[src/rtl/cache_stage_1.sv]
// Front stage of the 4-way, 16-set, 32-byte-line pipelined cache.
// Registers UFP requests into the stage register, drives the synchronous
// array read address, and owns all array writes (store hits and refills)
// together with the halt/replay sequencing seen by the compare stage.

package cache_stage_1_pkg;

  typedef struct packed {
    logic [31:0] addr;
    logic [22:0] tag;
    logic [3:0]  set;
    logic [4:0]  offset;
    logic [3:0]  rmask;
    logic [3:0]  wmask;
    logic [31:0] wdata;
  } stage_reg_t;

  typedef enum logic [2:0] {
    RUN    = 3'd0,
    STORE  = 3'd1,
    WB     = 3'd2,
    REFILL = 3'd3,
    REPLAY = 3'd4
  } state_t;

endpackage

module cache_stage_1
  import cache_stage_1_pkg::*;
#(
  parameter int WAYS       = 4,
  parameter int SETS       = 16,
  parameter int LINE_BYTES = 32
) (
  input  logic                      clk,
  input  logic                      rst,
  input  logic [31:0]               ufp_addr,
  input  logic [3:0]                ufp_rmask,
  input  logic [3:0]                ufp_wmask,
  input  logic [31:0]               ufp_wdata,
  input  logic                      read_halt,
  input  logic                      write_halt,
  input  logic                      dirty_halt,
  input  logic [1:0]                write_way,
  input  logic [2:0]                lru_read,
  input  logic                      dfp_resp,
  input  logic [LINE_BYTES*8-1:0]   dfp_rdata,
  output stage_reg_t                stage_reg,
  output logic [3:0]                array_addr,
  output logic [WAYS-1:0]           data_web,
  output logic [LINE_BYTES-1:0]     data_wmask,
  output logic [LINE_BYTES*8-1:0]   data_din,
  output logic [23:0]               tag_din,
  output logic                      valid_din,
  output logic                      write_done_reg,
  output logic                      dfp_resp_reg,
  output logic                      dfp_switch_reg,
  output logic                      dfp_write_read,
  output logic                      stall
);

  localparam int OFFSET_W = $clog2(LINE_BYTES);
  localparam int SET_W    = $clog2(SETS);
  localparam int WORDS    = LINE_BYTES / 4;

  state_t state;
  logic   any_halt;

  assign any_halt = read_halt | write_halt | dirty_halt;
  assign stall    = (state != RUN) | any_halt;

  // Split a UFP request into the fields the compare stage consumes.
  function automatic stage_reg_t decode_req(input logic [31:0] addr,
                                            input logic [3:0]  rmask,
                                            input logic [3:0]  wmask,
                                            input logic [31:0] wdata);
    stage_reg_t s;
    s.addr   = addr;
    s.tag    = addr[31:OFFSET_W+SET_W];
    s.set    = addr[OFFSET_W +: SET_W];
    s.offset = addr[OFFSET_W-1:0];
    s.rmask  = rmask;
    s.wmask  = wmask;
    s.wdata  = wdata;
    return s;
  endfunction

  // Pseudo-LRU victim: bit0 picks the half, bit1/bit2 pick within it.
  function automatic logic [1:0] plru_victim(input logic [2:0] lru);
    logic [1:0] way;
    if (lru[0]) begin
      way = lru[1] ? 2'd0 : 2'd1;
    end else begin
      way = lru[2] ? 2'd2 : 2'd3;
    end
    return way;
  endfunction

  // Byte-enable mask of a word store placed at its line offset.
  function automatic logic [LINE_BYTES-1:0] store_mask(input logic [3:0] wmask,
                                                       input logic [4:0] offset);
    logic [LINE_BYTES-1:0] m;
    m = {{(LINE_BYTES-4){1'b0}}, wmask} << offset;
    return m;
  endfunction

  // Read address: follow the incoming request only while it can be accepted,
  // otherwise keep re-reading the held set so stage 2 sees consistent data.
  always_comb begin
    array_addr = stage_reg.set;
    if ((state == RUN) && !any_halt) begin
      array_addr = ufp_addr[OFFSET_W +: SET_W];
    end else begin
      array_addr = stage_reg.set;
    end
  end

  // Sequencer: stage register, array write strobes and replay flags.
  always_ff @(posedge clk) begin
    if (rst) begin
      state          <= RUN;
      stage_reg      <= '0;
      data_web       <= {WAYS{1'b1}};
      data_wmask     <= {LINE_BYTES{1'b0}};
      data_din       <= {(LINE_BYTES*8){1'b0}};
      tag_din        <= 24'd0;
      valid_din      <= 1'b0;
      write_done_reg <= 1'b0;
      dfp_resp_reg   <= 1'b0;
      dfp_switch_reg <= 1'b0;
      dfp_write_read <= 1'b0;
    end else begin
      // Write strobes last exactly one cycle unless re-armed below.
      data_web       <= {WAYS{1'b1}};
      data_wmask     <= {LINE_BYTES{1'b0}};
      data_din       <= {(LINE_BYTES*8){1'b0}};
      tag_din        <= 24'd0;
      valid_din      <= 1'b0;
      write_done_reg <= 1'b0;
      case (state)
        RUN: begin
          if (!any_halt) begin
            stage_reg <= decode_req(ufp_addr, ufp_rmask, ufp_wmask, ufp_wdata);
          end else if (write_halt) begin
            // Store hit: commit the held store into the hit way, mark dirty.
            state                <= STORE;
            data_web[write_way]  <= 1'b0;
            data_din             <= {WORDS{stage_reg.wdata}};
            data_wmask           <= store_mask(stage_reg.wmask, stage_reg.offset);
            tag_din              <= {1'b1, stage_reg.tag};
            valid_din            <= 1'b1;
            write_done_reg       <= 1'b1;
          end else if (dirty_halt) begin
            state <= WB;
          end else begin
            state <= REFILL;
          end
        end
        STORE: begin
          // The store is done; turn the held request into a bubble.
          stage_reg.rmask <= 4'd0;
          stage_reg.wmask <= 4'd0;
          state           <= RUN;
        end
        WB: begin
          if (dfp_resp) begin
            dfp_switch_reg <= 1'b1;
            state          <= REFILL;
          end else begin
            state <= WB;
          end
        end
        REFILL: begin
          if (dfp_resp) begin
            // Install the fetched line clean in the PLRU victim way.
            data_web[plru_victim(lru_read)] <= 1'b0;
            data_din       <= dfp_rdata;
            data_wmask     <= {LINE_BYTES{1'b1}};
            tag_din        <= {1'b0, stage_reg.tag};
            valid_din      <= 1'b1;
            dfp_resp_reg   <= 1'b1;
            dfp_write_read <= 1'b1;
            dfp_switch_reg <= 1'b0;
            state          <= REPLAY;
          end else begin
            state <= REFILL;
          end
        end
        REPLAY: begin
          dfp_resp_reg   <= 1'b0;
          dfp_write_read <= 1'b0;
          state          <= RUN;
        end
        default: begin
          state <= RUN;
        end
      endcase
    end
  end

endmodule

[config.mk]
export PLATFORM = sky130hd
export DESIGN_NAME = cache_stage_1
export DESIGN_NICKNAME = d
export VERILOG_FILES = /design/src/rtl/cache_stage_1.sv
export SDC_FILE = /design/constraint.sdc
export NUM_CORES = 1
export LEC_CHECK = 0
export CORE_AREA = 2 2 300 302
export CTS_CLUSTER_SIZE = 20
export DETAILED_ROUTE_END_ITERATION = 8
export DIE_AREA = 0 0 302 304
export GPL_ROUTABILITY_DRIVEN = 0
export PLACE_DENSITY = 0.34
export SLEW_MARGIN = 0
export SYNTH_ARGS = -nofsm -noshare
export SYNTH_HDL_FRONTEND = slang
export SYNTH_SLANG_ARGS = --single-unit
[constraint.sdc]
create_clock -name clk -period 2.57 [get_ports clk]
set_input_delay 0.514 -clock clk [delete_from_list [all_inputs] [get_ports clk]]
set_output_delay 0.514 -clock clk [all_outputs]
set_load 0.02 [all_outputs]
==> results.py, run 1 <==
metrics = {
    "power": {
        "intPower_mw": 11.6,
        "combPwrFrac_pct": 12.3,
        "leakagePower_nw": 8.29,
        "total_power_mw": 15.6,
        "switching_power_mw": 3.95,
        "ir_drop_mv": 0.363,
        "p_clk_share_pct": 47.1,
        "powerDensity_nw_per_um2": 644,
        "seq_power_share_pct": 40.6,
        "swShare_pct": 25.4,
    },
    "place": {
        "dp_hpwl_um": 56800,
        "portBuffers": 768,
    },
    "clock_tree": {
        "root_buffer": "clkbuf_16",
        "insertion_delay_ps": 600,
        "cts_made_buffers": 51,
        "clockBufferDepth": 3,
        "cts.clk_slew.worst_paths_ps": 60,
        "ctsHoldBuffers": 0,
        "cts_tree": "yes",
        "htreeDepth": 2,
        "cts_sinks": 395,
    },
    "global_route": {
        "grt.total_usage_pct": 15.2,
        "grt-ovfl-total": 0,
        "antenna_found_initial": 5,
        "grt_max_degree": 64,
        "grt_pass1_vias": 13285,
        "grt_pass1_wl_um": 101000,
    },
    "floorplanning": {
        "io_pins": 769,
        "core_sq_um": 89000,
        "dieArea_sq_um": 91800,
        "start_util_pct": 14.6,
        "die_w_um": 302,
        "fp.dieH_um": 304,
        "row_count": 110,
    },
    "synth": {
        "syn_inst": 1452,
        "synth_ff_type": "dfxtp_1",
        "syn_nets": 1791,
        "yosysWarnings": 0,
        "synth_cell_types": 49,
        "async_flop_share_pct": 0,
        "yosysTopAreaCell": "dfxtp_1",
        "synth_area_sq_um": 13000,
        "synth_seq_area_share_pct": 60.9,
        "syn_avg_cell_area_sq_um": 8.95,
        "synth_area_leaders": "dfxtp_1, a21oi_1, nand2_1",
        "synth_top_area_share_pct": 60.9,
        "synth_edf_count": 0,
        "synth-seq-cells": 395,
    },
    "routing": {
        "drtAntennaViolNets": 0,
        "wl_per_cell_um": 21.2,
        "drt-initial-drc-count": 676,
        "drt-total-wl_um": 73100,
        "vias": 13114,
        "drc": 0,
        "avgViaCountPerCell": 3.81,
        "first_pass_iters": 5,
    },
    "critical_path": {
        "crit_type": "register to primary output",
        "cp-end-kind": "primary output",
        "cp.required_ps": 2060,
        "crit_fanout": 8,
        "cp-start-kind": "register",
        "cp.arrival_ps": 2190,
    },
    "timing": {
        "rsz0062_at_grt": "true",
        "worstMarginPinSlew_ps": 848,
        "slew_viol_final": 0,
        "min_period_over_period_pct": 105,
        "setup_viol": 5,
        "finalClockSkew_ps": 21.0,
        "hold_viol": 0,
        "tns_ps": -533,
        "slew_headroom_pct": 43.5,
        "period_needed_ps": 2700,
        "timing.fmax_ghz": 0.370,
        "worst_slack_ps": -134,
    },
    "final_layout": {
        "fin_nets": 2566,
        "largest_register_ffs": 256,
        "syn_to_final_growth_pct": 86.0,
        "drive_above_1_share_pct": 8.47,
    },
    "status": {
        "status": "finished with violations",
        "failed_checks": "negative setup slack",
    },
    "min_path": {
        "hold_path_class": "input port to register",
    },
    "run": {
        "cap_violations": 0,
    },
}
-- synth_stat cells, types with 6 or more instances --
master / n
and3_1: 6
nand3_1: 14
o21ai_0: 29
a21oi_1: 333
nor2b_1: 11
mux2i_1: 7
nor2_1: 14
nand2_1: 436
and2_1: 23
clkbuf_1: 33
dfxtp_1: 395
buf_2: 54
buf_4: 38
-- path summary, 6_finish.rpt --
| check | from | endpoint | slack, ps | depth (start not counted) |
|---|---|---|---|---|
| max | state[2]$_SDFFE_PP0N_ | array_addr[2] | -130 | 5 |
| min | rst | data_web[3]$_SDFF_PP1_ | 210 | 3 |
| max reg2reg | state[2]$_SDFFE_PP0N_ | stage_reg[37]$_SDFFE_PP0P_ | 530 | 8 |
| min reg2reg | stage_reg[38]$_SDFFE_PP0P_ | stage_reg[38]$_SDFFE_PP0P_ | 470 | 2 |
-- routing by layer --
metal,up-vias,global-route usage [%],wire [um]
met5,-,0,16
met4,2,3.34,1240
met3,70,4.42,5780
met2,505,27.7,37300
met1,6209,17.3,28800
li1,6328,-,-
-- metrics by stage --
stage / instances / worst slack [ps] / utilization (%) / area (sq um) / hold WS, ps
floorplan: 1452 / 472 / - / 13000 / 545
global placement: 3349 / -418 / 25.2 / 22400 / 458
detailed placement: 3349 / -373 / 25.2 / 22400 / 462
CTS: 3443 / -277 / 27.1 / 24200 / 166
global route: 3444 / -215 / 27.1 / 24200 / 198
finish: 3446 / -134 / 27.1 / 24200 / 206
-- area by class of cell --
cell class,count,area (sq um)
diodes,3,7.51
fillers,9515,64900
well taps,1176,1470
clock inverters,18,210
repair buffers,856,8700
flip-flops and latches,395,7910
multi-input cells,918,4350
clock buffers,75,1500
inverters,5,20.0
-- power by group through the flow --
stage,Sequential [mW],Combinational (mW),Clock [mW]
2_1_floorplan,6.58,0.581,0
3_3_place_gp,6.45,1.94,0
3_5_place_dp,6.45,1.94,0
4_1_cts,6.32,1.96,7.64
5_1_grt,6.33,2.06,7.87
6_report,6.32,1.92,7.34
-- worst max-delay path, cell delays in order, from the launching register on --
cell,delay [ps]
dfxtp_2,320
or3_4,410
nor4_4,200
buf_12,190
mux2_4,320
buf_6,130
-- placed cells by master (no fill, tap or decap), types with 6 or more instances in the layout --
cell type and n:
and3_1 6, nor2_1 14, clkinv_2 11, o21ai_0 29, and2_1 23, nand2_1 436, buf_12 28, a21oi_1 333
nor2b_1 10, clkbuf_16 52, clkbuf_8 11, buf_4 62, nand3_1 14, clkbuf_1 12, mux2i_1 7, clkdlybuf4s50_1 762
dfxtp_1 394
-- cell families after synthesis --
group / share of synthesized area, %
and+or+nand+nor: 16.8
buffers and inverters: 5.92
muxes: 0.972
AOI/OAI and AO/OA: 15.4
xor gates and xnor gates: 0.0674
DFF: 60.9
-- repair_timing --
| action | 4_1_cts | 5_1_grt |
|---|---|---|
| setup endpoints to repair | 5 | 5 |
| setup buffers | 1 | 0 |
| pin swaps | 2 | 2 |
| gates resized for setup | 33 | 1 |
Note: power is estimated with default switching activity, not from simulation.
==> inputs of run 2 (changes only) <==
--- a/config.mk
+++ b/config.mk
@@ -5,12 +5,12 @@
 export SDC_FILE = /design/constraint.sdc
 export NUM_CORES = 1
 export LEC_CHECK = 0
-export CORE_AREA = 2 2 300 302
+export CORE_AREA = 2 2 298 300
 export CTS_CLUSTER_SIZE = 20
 export DETAILED_ROUTE_END_ITERATION = 8
-export DIE_AREA = 0 0 302 304
+export DIE_AREA = 0 0 300 302
 export GPL_ROUTABILITY_DRIVEN = 0
-export PLACE_DENSITY = 0.34
+export PLACE_DENSITY = 0.35
 export SLEW_MARGIN = 0
 export SYNTH_ARGS = -nofsm -noshare
 export SYNTH_HDL_FRONTEND = slang
==> constraint.sdc (replaced) <==
create_clock -name clk -period 3.35 [get_ports clk]
set_input_delay 0.67 -clock clk [delete_from_list [all_inputs] [get_ports clk]]
set_output_delay 0.67 -clock clk [all_outputs]
set_load 0.02 [all_outputs]
==> run 2 against run 1 <==
  * The flow now finishes without violations
  * Setup slack better by 280 ps
  * Die area down 1.3%
  * Combinational power is 28% lower
  * Core utilization shrank 0.10 points
  * Via count is 0.12% lower
  * Count of clock-buffer cells in the layout rose by 3
  * Cell area decreased by 2.0%
  * Clock skew about the same
  * Clock power is 23% lower
  * Flip-flop and latch count is the same
==> results.py, run 2 (synthesis results as in run 1) <==
metrics = {
    "status": {
        "status": "complete, no violations",
    },
    "routing": {
        "vias": 13098,
        "first_pass_iters": 6,
        "avgViaCountPerCell": 3.85,
        "drtAntennaViolNets": 0,
        "drt-initial-drc-count": 660,
        "wl_per_cell_um": 22.2,
        "drt-total-wl_um": 75500,
        "drc": 0,
    },
    "clock_tree": {
        "root_buffer": "clkbuf_16",
        "clockBufferDepth": 3,
        "cts_made_buffers": 52,
        "cts_sinks": 395,
        "cts.clk_slew.worst_paths_ps": 60,
        "insertion_delay_ps": 600,
        "htreeDepth": 2,
        "cts_tree": "yes",
    },
    "global_route": {
        "grt_max_degree": 137,
        "grt_pass1_wl_um": 102000,
        "antenna_found_initial": 17,
        "grt-ovfl-total": 0,
        "grt.total_usage_pct": 15.7,
        "grt_pass1_vias": 13068,
    },
    "critical_path": {
        "cp.required_ps": 2680,
        "crit_fanout": 10,
        "crit_type": "register to primary output",
        "cp-end-kind": "primary output",
        "slowest_delay_ps": 430,
        "cp-start-kind": "register",
        "crit_chain": "or3_4, nor4_4, buf_12, mux2_2, dlygate4sd2_1",
        "cp.arrival_ps": 2530,
        "cpMaxStageDelayCell": "or3_4",
        "reg2reg_slack_ps": 780,
    },
    "run": {
        "cap_violations": 0,
    },
    "timing": {
        "setup_viol": 0,
        "hold_viol": 0,
        "slew_viol_final": 0,
        "whs_ps": 464,
        "tns_ps": 0,
        "min_period_over_period_pct": 95.7,
        "period_needed_ps": 3200,
        "finalClockSkew_ps": 21.2,
        "slew_headroom_pct": 36.9,
        "rsz0062_at_grt": "false",
        "timing.fmax_ghz": 0.312,
        "worstMarginPinSlew_ps": 946,
        "worst_slack_ps": 145,
    },
    "floorplanning": {
        "core_sq_um": 87600,
        "start_util_pct": 14.8,
        "row_count": 109,
        "fp.dieH_um": 302,
        "dieArea_sq_um": 90600,
        "io_pins": 769,
        "die_w_um": 300,
    },
    "final_layout": {
        "syn_to_final_growth_pct": 82.2,
        "design_area_sq_um": 23700,
        "largest_register_ffs": 256,
        "drive_above_1_share_pct": 6.73,
        "fin_cells": 3401,
        "final_common_cell": "clkdlybuf4s50_1",
        "final_cell_mix": "clkdlybuf4s50_1, nand2_1, dfxtp_1",
        "final_util_pct": 27.0,
        "fin_nets": 2525,
    },
    "power": {
        "total_power_mw": 11.9,
        "powerDensity_nw_per_um2": 503,
        "ir_drop_mv": 0.270,
        "leakagePower_nw": 8.03,
    },
    "place": {
        "portBuffers": 768,
        "placed_cell_area_sq_um": 21900,
        "place_inst": 3295,
        "pre_cts_ws_ps": 41.4,
        "dp_hpwl_um": 57500,
    },
    "min_path": {
        "hold_path_class": "register to register",
    },
}
## run 2: cell type report
class,count,area (sq um)
fill,9431,63900
sequential,395,7910
multi-input combinational,918,4340
timing repair buffer,814,8200
tap,1165,1460
clock buffer,78,1570
inverter,5,20.0
clock inverter,18,159
antenna,8,20.0
## run 2: critical path: cells and delay by family, from the launching register on
family / cells / cell delay, ps
buf+inv: 2 / 520
flops: 1 / 390
simple gates: 2 / 660
mux: 1 / 360
## run 2: final timing paths
kind,from,endpoint,depth (start not counted)
worst min register to register,stage_reg[37]$_SDFFE_PP0P_,stage_reg[37]$_SDFFE_PP0P_,2
worst max-delay path,state[0]$_SDFFE_PP0N_,array_addr[0],5
worst min-delay path,stage_reg[37]$_SDFFE_PP0P_,stage_reg[37]$_SDFFE_PP0P_,2
worst max register to register,state[1]$_SDFFE_PP0N_,data_din[179]$_SDFF_PP0_,5
## run 2: per-layer routing
| layer | routed length, um | global-route usage [%] | share of wire [%] | vias up |
|---|---|---|---|---|
| li1 | - | - | - | 6242 |
| met3 | 5840 | 4.60 | 7.7 | 108 |
| met2 | 37200 | 27.2 | 49 | 523 |
| met4 | 2010 | 5.00 | 2.7 | 8 |
| met5 | 57 | 0 | 0.075 | - |
| met1 | 30400 | 18.5 | 40 | 6217 |
## run 2: power by group
part	total [mW]	switching (mW)	internal (mW)
clock	5.68	2.30	3.38
sequential	4.86	0.0629	4.79
combinational	1.38	0.722	0.659
## run 2: timing repair
| action | 4_1_cts | 5_1_grt |
|---|---|---|
| pin swaps | 0 | 0 |
| setup buffers | 2 | 0 |
| setup endpoints to repair | 4 | 4 |
| gates resized for setup | 4 | 1 |
| hold buffers | 0 | 0 |
==> inputs of run 3 (changes only) <==
--- a/config.mk
+++ b/config.mk
@@ -15,3 +15,4 @@
 export SYNTH_ARGS = -nofsm -noshare
 export SYNTH_HDL_FRONTEND = slang
 export SYNTH_SLANG_ARGS = --single-unit
+export TNS_END_PERCENT = 5
==> results of run 3 <==
Final layout, timing and power as in run 2 (identical DEF).
